## config.mk

```make
export PLATFORM = sky130hd
export DESIGN_NAME = alu_issue_ctrl
export DESIGN_NICKNAME = d
export VERILOG_FILES = /design/src/rtl/alu_issue_ctrl_pkg.sv /design/src/rtl/alu_issue_decode.sv /design/src/rtl/alu_issue_ctrl.sv
export SDC_FILE = /design/constraint.sdc
export NUM_CORES = 1
export LEC_CHECK = 0
export ABC_CLOCK_PERIOD_IN_PS = 19400
export BUFFER_PORTS_ARGS = -buffer_cell sky130_fd_sc_hd__buf_2
export CORE_MARGIN = 5
export CORE_UTILIZATION = 48
export CTS_BUF_LIST = sky130_fd_sc_hd__clkbuf_8
export CTS_CLUSTER_DIAMETER = 80
export DETAILED_ROUTE_END_ITERATION = 10
export HOLD_SLACK_MARGIN = 0.02
export PLACE_DENSITY_LB_ADDON = 0.05
export SYNTH_ARGS = -nofsm -noshare
export SYNTH_HDL_FRONTEND = slang
export SYNTH_SLANG_ARGS = --single-unit
```

## constraint.sdc

```tcl
create_clock -name clk -period 19.4 [get_ports clk]
set_input_delay 2.91 -clock clk [delete_from_list [all_inputs] [get_ports clk]]
set_output_delay 2.91 -clock clk [all_outputs]
set_load 0.01 [all_outputs]
```

## src/rtl/alu_issue_ctrl_pkg.sv

```systemverilog
// Shared constants for the ALU issue controller: ALUctl codes,
// MIPS opcode/funct values and the issue FSM state type.
package alu_issue_ctrl_pkg;

    localparam logic [3:0] CTL_AND = 4'b0000;
    localparam logic [3:0] CTL_OR  = 4'b0001;
    localparam logic [3:0] CTL_ADD = 4'b0010;
    localparam logic [3:0] CTL_SUB = 4'b0110;
    localparam logic [3:0] CTL_SLT = 4'b0111;
    localparam logic [3:0] CTL_NOR = 4'b1100;

    localparam logic [5:0] OP_RTYPE = 6'b000000;
    localparam logic [5:0] OP_ADDI  = 6'b001000;
    localparam logic [5:0] OP_ANDI  = 6'b001100;
    localparam logic [5:0] OP_ORI   = 6'b001101;
    localparam logic [5:0] OP_SLTI  = 6'b001010;
    localparam logic [5:0] OP_BEQ   = 6'b000100;
    localparam logic [5:0] OP_BNE   = 6'b000101;

    localparam logic [5:0] FN_AND = 6'b100100;
    localparam logic [5:0] FN_OR  = 6'b100101;
    localparam logic [5:0] FN_ADD = 6'b100000;
    localparam logic [5:0] FN_SUB = 6'b100010;
    localparam logic [5:0] FN_SLT = 6'b101010;
    localparam logic [5:0] FN_NOR = 6'b100111;

    typedef enum logic [1:0] {
        ST_IDLE,
        ST_DECODE,
        ST_EXEC,
        ST_DONE
    } state_e;

endpackage

```

## src/rtl/alu_issue_decode.sv

```systemverilog
// Instruction decoder: opcode + low 16 bits -> ALUctl, B select,
// extended immediate, branch kind and illegal flag. Purely combinational.
module alu_issue_decode #(
    parameter int W = 32
) (
    input  logic [5:0]   op_i,
    input  logic [15:0]  imm_i,
    output logic [3:0]   alu_ctl_o,
    output logic         b_sel_o,
    output logic [W-1:0] imm_ext_o,
    output logic         is_beq_o,
    output logic         is_bne_o,
    output logic         illegal_o
);
    import alu_issue_ctrl_pkg::*;

    logic sext;

    always_comb begin
        alu_ctl_o = CTL_AND;
        b_sel_o   = 1'b0;
        sext      = 1'b0;
        is_beq_o  = 1'b0;
        is_bne_o  = 1'b0;
        illegal_o = 1'b0;
        case (op_i)
            OP_RTYPE: begin
                // funct sits in imm[5:0]; rd/shamt bits are don't-care
                case (imm_i[5:0])
                    FN_AND:  alu_ctl_o = CTL_AND;
                    FN_OR:   alu_ctl_o = CTL_OR;
                    FN_ADD:  alu_ctl_o = CTL_ADD;
                    FN_SUB:  alu_ctl_o = CTL_SUB;
                    FN_SLT:  alu_ctl_o = CTL_SLT;
                    FN_NOR:  alu_ctl_o = CTL_NOR;
                    default: illegal_o = 1'b1;
                endcase
            end
            OP_ADDI: begin
                alu_ctl_o = CTL_ADD;
                b_sel_o   = 1'b1;
                sext      = 1'b1;
            end
            OP_ANDI: begin
                alu_ctl_o = CTL_AND;
                b_sel_o   = 1'b1;
            end
            OP_ORI: begin
                alu_ctl_o = CTL_OR;
                b_sel_o   = 1'b1;
            end
            OP_SLTI: begin
                alu_ctl_o = CTL_SLT;
                b_sel_o   = 1'b1;
                sext      = 1'b1;
            end
            OP_BEQ: begin
                alu_ctl_o = CTL_SUB;
                is_beq_o  = 1'b1;
            end
            OP_BNE: begin
                alu_ctl_o = CTL_SUB;
                is_bne_o  = 1'b1;
            end
            default: illegal_o = 1'b1;
        endcase
    end

    assign imm_ext_o = sext ? W'($signed(imm_i)) : W'(imm_i);

endmodule

```

## src/rtl/alu_issue_ctrl.sv

```systemverilog
// ALU issue controller: accepts instr + operands, drives the external ALU for
// one cycle, returns result/branch/illegal via a valid/ready output handshake.
// Ports: clk, rst (async high); in_valid/in_ready, instr, rs_val, rt_val;
// alu_a/alu_b/alu_ctl to ALU, alu_out/alu_zero back; out_valid/out_ready,
// result, branch_taken, illegal; ops_done output handshake counter.
module alu_issue_ctrl #(
    parameter int W     = 32,
    parameter int CNT_W = 16
) (
    input  logic             clk,
    input  logic             rst,
    input  logic             in_valid,
    output logic             in_ready,
    input  logic [31:0]      instr,
    input  logic [W-1:0]     rs_val,
    input  logic [W-1:0]     rt_val,
    output logic [W-1:0]     alu_a,
    output logic [W-1:0]     alu_b,
    output logic [3:0]       alu_ctl,
    input  logic [W-1:0]     alu_out,
    input  logic             alu_zero,
    output logic             out_valid,
    input  logic             out_ready,
    output logic [W-1:0]     result,
    output logic             branch_taken,
    output logic             illegal,
    output logic [CNT_W-1:0] ops_done
);
    import alu_issue_ctrl_pkg::*;

    state_e state_q, state_d;

    logic [5:0]       op_q;
    logic [15:0]      imm_q;
    logic [W-1:0]     rs_q, rt_q;
    logic [W-1:0]     alu_a_q, alu_b_q;
    logic [3:0]       alu_ctl_q;
    logic             illegal_q;
    logic [W-1:0]     result_q;
    logic             branch_q;
    logic [CNT_W-1:0] cnt_q;

    logic [3:0]   dec_ctl;
    logic         dec_bsel;
    logic [W-1:0] dec_imm;
    logic         dec_beq, dec_bne, dec_ill;

    logic accept, fire_out;
    logic unused_instr;

    // rs/rt register numbers are resolved upstream; only op and low half matter
    assign unused_instr = ^instr[25:16];

    alu_issue_decode #(.W(W)) u_dec (
        .op_i      (op_q),
        .imm_i     (imm_q),
        .alu_ctl_o (dec_ctl),
        .b_sel_o   (dec_bsel),
        .imm_ext_o (dec_imm),
        .is_beq_o  (dec_beq),
        .is_bne_o  (dec_bne),
        .illegal_o (dec_ill)
    );

    assign in_ready  = (state_q == ST_IDLE) && !rst;
    assign out_valid = (state_q == ST_DONE);
    assign accept    = in_valid && in_ready;
    assign fire_out  = out_valid && out_ready;

    always_ff @(posedge clk or posedge rst) begin
        if (rst) state_q <= ST_IDLE;
        else     state_q <= state_d;
    end

    always_comb begin
        state_d = state_q;
        case (state_q)
            ST_IDLE:   if (accept) state_d = ST_DECODE;
            ST_DECODE: state_d = ST_EXEC;
            ST_EXEC:   state_d = ST_DONE;
            ST_DONE:   if (out_ready) state_d = ST_IDLE;
            default:   state_d = ST_IDLE;
        endcase
    end

    always_ff @(posedge clk or posedge rst) begin
        if (rst) begin
            op_q      <= '0;
            imm_q     <= '0;
            rs_q      <= '0;
            rt_q      <= '0;
            alu_a_q   <= '0;
            alu_b_q   <= '0;
            alu_ctl_q <= '0;
            illegal_q <= 1'b0;
            result_q  <= '0;
            branch_q  <= 1'b0;
            cnt_q     <= '0;
        end else begin
            if (accept) begin
                op_q  <= instr[31:26];
                imm_q <= instr[15:0];
                rs_q  <= rs_val;
                rt_q  <= rt_val;
            end
            if (state_q == ST_DECODE) begin
                alu_ctl_q <= dec_ctl;
                alu_a_q   <= rs_q;
                alu_b_q   <= dec_bsel ? dec_imm : rt_q;
                illegal_q <= dec_ill;
            end
            // op_q is still held in EXEC, so branch kind is decoded live
            if (state_q == ST_EXEC) begin
                result_q <= illegal_q ? '0 : alu_out;
                branch_q <= !illegal_q &&
                            ((dec_beq && alu_zero) ||
                             (dec_bne && !alu_zero));
            end
            if (fire_out) cnt_q <= cnt_q + CNT_W'(1);
        end
    end

    assign alu_a        = alu_a_q;
    assign alu_b        = alu_b_q;
    assign alu_ctl      = alu_ctl_q;
    assign result       = result_q;
    assign branch_taken = branch_q;
    assign illegal      = illegal_q;
    assign ops_done     = cnt_q;

endmodule

```

Word level (Yosys, flattened, before mapping):

Index checks and enable logic that the tools add are counted.

* add/subtract/negate cells: 1
* equal/unequal tests: 17
* mux-type cells: 14
* reduce and logical (&&, ||, !) cells: 18

Operator list (number)
* $mux 32: 3
* $pmux 4 s5: 2
* $eq 6x6->1 const B: 6
* $eq 6x4->1 const B: 4
* $add 16x1->16 const B: 1
* $eq 6x3->1 const B: 2
* $reduce_or 6->1: 2
* $pmux 2 s4: 1
* $logic_and 1x1->1: 6
* $logic_not 6->1: 1
* $mux 1: 5
* $eq 2x2->1 const B: 2
* $mux 2: 2
* $reduce_or 2->1: 2
* $reduce_or 4->1: 1
* $logic_not 1->1: 3
* $eq 2x1->1 const B: 1
* $logic_not 2->1: 1
* $ne 2x1->1 const B: 1
* $ne 2x2->1 const B: 1
* $pmux 1 s2: 1
* $reduce_and 2->1: 1
* $logic_or 1x1->1: 1

* flip-flop bits (word level): 206
* input bits: 133
* output and inout port bits: 120
* logic and storage cells: 62

Longest topological paths before layout:

Gate-level depths: netlist (run 1).

* depth after elaboration: 5
* gate-level depth with buffers: 8
* depth with buffers taken out: 6

By module:

From an unflattened synthesis (run 1), not the netlist that was laid out.

* cells, all modules: 687
* area total of the unflattened synthesis: 8669.6 um2

By module, submodules not included
* alu_issue_ctrl: times used 1, cells each 616, area each 8157.8 um2, sequential area each 5154.9 um2
* alu_issue_decode: times used 1, cells each 71, area each 511.7 um2, sequential area each 0.0 um2

Least setup slack after synthesis (run 1):

No wires, ideal clock.

* path type: input to output
* start point: input port rst
* end point: output port in_ready
* data arrival time: 3.035 ns
* data required time: 16.490 ns
* setup slack: 13.455 ns
* stages on the path: 1
* buffers on the path: 0
* cells stage by stage: nor2b_4

* cells in the longest elaborated chain, start to end: 2

Ends and longest elaborated chain
* from (decl): line alu_issue_ctrl.sv:11 `input logic rst,`
* $logic_not 1->1 (no line)
* $logic_and 1x1->1: line alu_issue_ctrl.sv:65 `assign in_ready = (state_q == ST_IDLE) && !rst;`
* to (decl): line alu_issue_ctrl.sv:13 `output logic in_ready,`

No other way between the ends.

Final worst setup path (run 1):

Ends and elaborated chain as after synthesis.

==> results.cfg, run 1 <==
[setup_path]
worstPathCellList = buf_2, nor2b_4, buf_2
critPathKind = input pin to output pin
cp_top_family = buffers and inverters
cp-end-kind = output pin
rrSetupSlack_ns = 16.26
slowest_delay_ns = 0.15
cp_num_buf_inv = 2
crit_top_cell = buf_2
cp.required_ns = 16.49
cp-start-kind = input pin
critPathArrivalTime_ns = 3.35
critPathSlowestCell = buf_2
crit_path_max_fanout = 2

[sta]
max_slew_margin = 0.164
period_share = 0.323
min_period_ns = 6.26
worst_slack_ns = 13.14
drv_slew = 0
hold_violations = 0
max_freq_mhz = 160
worst_pin_slew_ns = 1.25
whs_ns = 0.473
tns_ns = 0
clock_skew_ns = 0.0167
finalSetupViolCount = 0
rsz0062_at_grt = no

[clock_tree]
clock_sinks = 206
insertion_delay_ns = 0.50
cts_buffer_depth = 3
ctsHoldBuffers = 0
cts_setup_buffers = 0
cts_buffers = 35
htreeDepth = 2
cts_root_buf = clkbuf_8
path_clk_slew_ns = 0.05
ctsResizeCount = 0
tritoncts = yes

[cells_and_area]
final_cells = 1150
mostFrequentLayoutCells = buf_2, dfrtp_1, mux2_2, nand2_1, inv_1
finish.utilization = 0.601
postLayoutCellArea_um2 = 10300
area_delta_synth_final_pct = 23.9
drive_gt1_frac = 0.450
layout.nets = 1044
nFillCells = 1494
layout_commonest_cell = buf_2

[place]
place_hpwl_um = 13300
gp_routability_congestion = 0.878
postPlaceCellArea_um2 = 9670
dp_cells = 1093
place.port_buffers = 242
pre_cts_ws_ns = 13.14

[detailed_routing]
drt_iter0_markers = 208
vias_per_cell = 5.02
wl_per_cell_um = 16.8
drt_first_pass_iters = 4
ant_nets = 0
totalWireLength_um = 19300
drc = 0
vias = 5775

[floorplanning]
io_pins = 253
die_w_um = 142
rows = 48
die-area_um2 = 20000
die_h_um = 142
core_um2 = 17100
start_util = 0.485

[yosys]
synthCells = 656
synth_edf_count = 0
syn_nets = 795
synth-seq-cells = 206
yosys_warnings = 0
yosys.area.top_type = dfrtp_1
synth.area.top_cells = dfrtp_1, mux2_2, nand2_1
async_reset_ff_frac = 1.00
synthFlopType = dfrtp_1
synth_area_um2 = 8310
ys_seq_area_frac = 0.621
synth_top_area_share = 0.621
synth.avg_cell_area_um2 = 12.7
netlist-cell-type-count = 44

[min_path]
hp-class = flop to flop

[power_and_ir_drop]
power_switching_mw = 0.574
p_comb_frac = 0.347
p_int_mw = 1.11
ir_drop_mv = 0.0749
power.sequential.fraction = 0.444
power_leakage_nw = 5.21
power.share.clock = 0.208
fin_total_pwr_mw = 1.68
power-per-cell-area_nw_per_um2 = 163
swShare = 0.342

[global_route]
grt_pass1_wl_um = 31500
antenna_found_initial = 4
grt_pass1_vias = 6302
grt_max_degree = 128
grt-ovfl-total = 0
grt_util_all_layers = 0.193

[run]
cap_violations = 0

[run_status]
status = completed
[logic make-up after synthesis]
group / Yosys count / synth area share
buffers and inverters: 72 / 0.0393
muxes: 139 / 0.186
and+or+nand+nor: 134 / 0.0731
xor gates and xnor gates: 16 / 0.0169
adders and majority gates: 6 / 0.00904
AOI/OAI and AO/OA: 83 / 0.0554
DFF: 206 / 0.621
[flip-flops by register name, summed over array words and instances (netlist names), 4 cells and up]
name / cells
alu_a: 32
alu_b: 32
result: 32
rs_q: 32
rt_q: 32
imm_q: 16
ops_done: 16
op_q: 6
alu_ctl: 4
[final cells by class]
cell class / count / area [um^2] / area share
flip-flops and latches: 206 / 5150 / 0.501
multi-input cells: 378 / 2850 / 0.277
repair buffers: 244 / 1230 / 0.119
clock buffers: 38 / 523 / 0.0508
well taps: 225 / 282 / 0.0274
inverters: 40 / 158 / 0.0153
clock inverters: 18 / 97.6 / 0.00949
diodes: 1 / 2.50 / 0.000243
[power groups by stage]
stage          Clock (mW)  Sequential, mW  Combinational, mW
2_1_floorplan           0           0.774              0.355
3_3_place_gp            0           0.738              0.576
3_5_place_dp            0           0.752              0.596
4_1_cts             0.364           0.747              0.598
5_1_grt             0.386           0.773              0.651
6_report            0.350           0.746              0.583
[worst paths after layout]
path	cells after the start	end	start
worst min register to register	1	ops_done[15]$_DFFE_PP0P_	ops_done[15]$_DFFE_PP0P_
worst min-delay path	1	ops_done[15]$_DFFE_PP0P_	ops_done[15]$_DFFE_PP0P_
max in group asynchronous	3	ops_done[2]$_DFFE_PP0P_	rst
worst max-delay path	3	in_ready	rst
min in group asynchronous	2	alu_a[24]$_DFFE_PP0N_	rst
worst max register to register	5	branch_taken$_DFFE_PP0P_	state_q[0]$_DFFE_PP0P_
[synthesized netlist by cell type, types with 6 or more instances]
| cell type | instances |
|---|---|
| and3_1 | 6 |
| mux2i_1 | 18 |
| ha_1 | 6 |
| mux2_2 | 120 |
| dfrtp_1 | 206 |
| nand2_1 | 62 |
| buf_2 | 18 |
| a21oi_1 | 37 |
| clkbuf_1 | 9 |
| o21ai_1 | 7 |
| xnor2_1 | 11 |
| nor2_1 | 40 |
| inv_1 | 40 |
| o21ai_0 | 26 |
[metal layers]
layer / wire length [um] / track usage
met1: 7630 / 0.236
met2: 9430 / 0.323
met3: 1750 / 0.0583
met5: 39 / 0
met4: 491 / 0.0707
Power figures use the tool's default switching activity.
==> run 2: changes to the inputs <==
Settings changed: ABC_CLOCK_PERIOD_IN_PS 19400 to 5270.
Clock period 19.4 ns to 5.27 ns, I/O delays scaled along.
==> run 2 against run 1 <==
Final area is 0.96% higher. Clock power grew to 4.0 times the previous value. Core utilization is 0.58 points higher. Non-clock buffer count is 1 higher. Total power grew to 3.7 times the previous value. Sequential cell count stayed put. Global-route usage is 0.53 points lower. Worst hold slack better by 0.0080 ns. Routed wire length is 0.99% lower. Setup slack worse by 11 ns. Clock skew is 0.0023 ns higher. Critical endpoint is now branch_taken$_DFFE_PP0P_. Largest power group unchanged.
==> results.cfg, run 2 (synthesis gave the netlist of run 1 again) <==
[detailed_routing]
vias_per_cell = 5.00
wl_per_cell_um = 16.6
vias = 5775
ant_nets = 0
drc = 0
totalWireLength_um = 19100
drt_first_pass_iters = 4
drt_iter0_markers = 214

[min_path]
hold_path_depth = 1
hp-class = flop to flop

[place]
pre_cts_ws_ns = 2.16
dp_cells = 1094
postPlaceCellArea_um2 = 9680
gp_routability_congestion = 0.845
place.port_buffers = 242
place_hpwl_um = 13100

[setup_path]
cp.required_ns = 5.68
critPathKind = flop to flop
cp-start-kind = flop
cp-end-kind = flop
reg2reg_depth = 5
critPathArrivalTime_ns = 3.46
crit_path_max_fanout = 36

[sta]
tns_ns = 0
finalSetupViolCount = 0
min_period_ns = 3.05
hold_violations = 0
max_freq_mhz = 328
worst_slack_ns = 2.22
drv_slew = 0
clock_skew_ns = 0.0190
max_slew_margin = 0.173
period_share = 0.579
rsz0062_at_grt = no
worst_pin_slew_ns = 1.24

[cells_and_area]
area_delta_synth_final_pct = 25.0
postLayoutCellArea_um2 = 10400
drive_gt1_frac = 0.459
final_cells = 1154
layout_commonest_cell = buf_2
layout.nets = 1046
nFillCells = 1445
seq_area_um2 = 5150
mostFrequentLayoutCells = buf_2, dfrtp_1, mux2_2, nand2_1, inv_1
multi_input_area_um2 = 2850

[global_route]
top_usage_layer = met2
grt-ovfl-total = 0
gr-usage-met3 = 0.0654
met1_usage = 0.225
grt_pass1_wl_um = 30500
antenna_found_initial = 3
grtUsageMet2 = 0.314
grt_util_all_layers = 0.187
grt_max_degree = 153
grt_pass1_vias = 6053

[clock_tree]
insertion_delay_ns = 0.51
path_clk_slew_ns = 0.06
ctsResizeCount = 0
cts_setup_buffers = 0
htreeDepth = 2
ctsHoldBuffers = 0
cts_root_buf = clkbuf_8
clock_sinks = 206
cts_buffers = 36
cts_buffer_depth = 3
tritoncts = yes

[run]
cap_violations = 0

[power_and_ir_drop]
fin_total_pwr_mw = 6.29
power-per-cell-area_nw_per_um2 = 606
power_leakage_nw = 5.25
ir_drop_mv = 0.297

[floorplanning]
io_pins = 253
core_um2 = 17100
rows = 48
die-area_um2 = 20000
die_w_um = 142
start_util = 0.485
die_h_um = 142

[run_status]
status = completed
## run 2: routing by layer
layer / wire length, um / part of all wire
met1: 7630 / 0.40
met2: 9250 / 0.48
met3: 1740 / 0.091
met4: 489 / 0.026
met5: 19 / 0.00099
## run 2: final timing paths
check / startpoint / to / slack [ns]
worst max-delay path: state_q[0]$_DFFE_PP0P_ / branch_taken$_DFFE_PP0P_ / 2.22
worst min-delay path: ops_done[15]$_DFFE_PP0P_ / ops_done[15]$_DFFE_PP0P_ / 0.48
worst max register to register: state_q[0]$_DFFE_PP0P_ / branch_taken$_DFFE_PP0P_ / 2.22
worst min register to register: ops_done[15]$_DFFE_PP0P_ / ops_done[15]$_DFFE_PP0P_ / 0.48
max in group asynchronous: rst / alu_a[12]$_DFFE_PP0N_ / 4.11
min in group asynchronous: rst / rs_q[22]$_DFFE_PP0P_ / 0.54
## run 2: through the flow
stage                     hold WS [ns]   util
after floorplan                  0.474      -
after global placement           0.465  0.566
after detailed placement         0.473  0.566
after CTS                        0.461  0.607
after global routing             0.476  0.607
final                            0.481  0.607
## run 2: area by class of cell
cell class | instances | share of cell area
inverter | 40 | 0.0148
sequential | 206 | 0.496
clock inverter | 11 | 0.00410
tap | 225 | 0.0271
antenna | 1 | 0.000241
clock buffer | 48 | 0.0636
multi-input combinational | 378 | 0.274
timing repair buffer | 245 | 0.120
## run 2: where the power goes
group	total [mW]	internal, mW	switching, mW	leakage [nW]
registers	2.74	2.32	0.427	2.54
clock network	1.40	0.803	0.600	0.402
logic	2.15	1.05	1.10	2.31
## run 2: critical path: stages (launching register included)
cell and delay, ns:
dfrtp_1 0.42, inv_1 0.14, ha_1 0.91, nor2b_2 1.13, nand4_1 0.19, o22ai_1 0.16
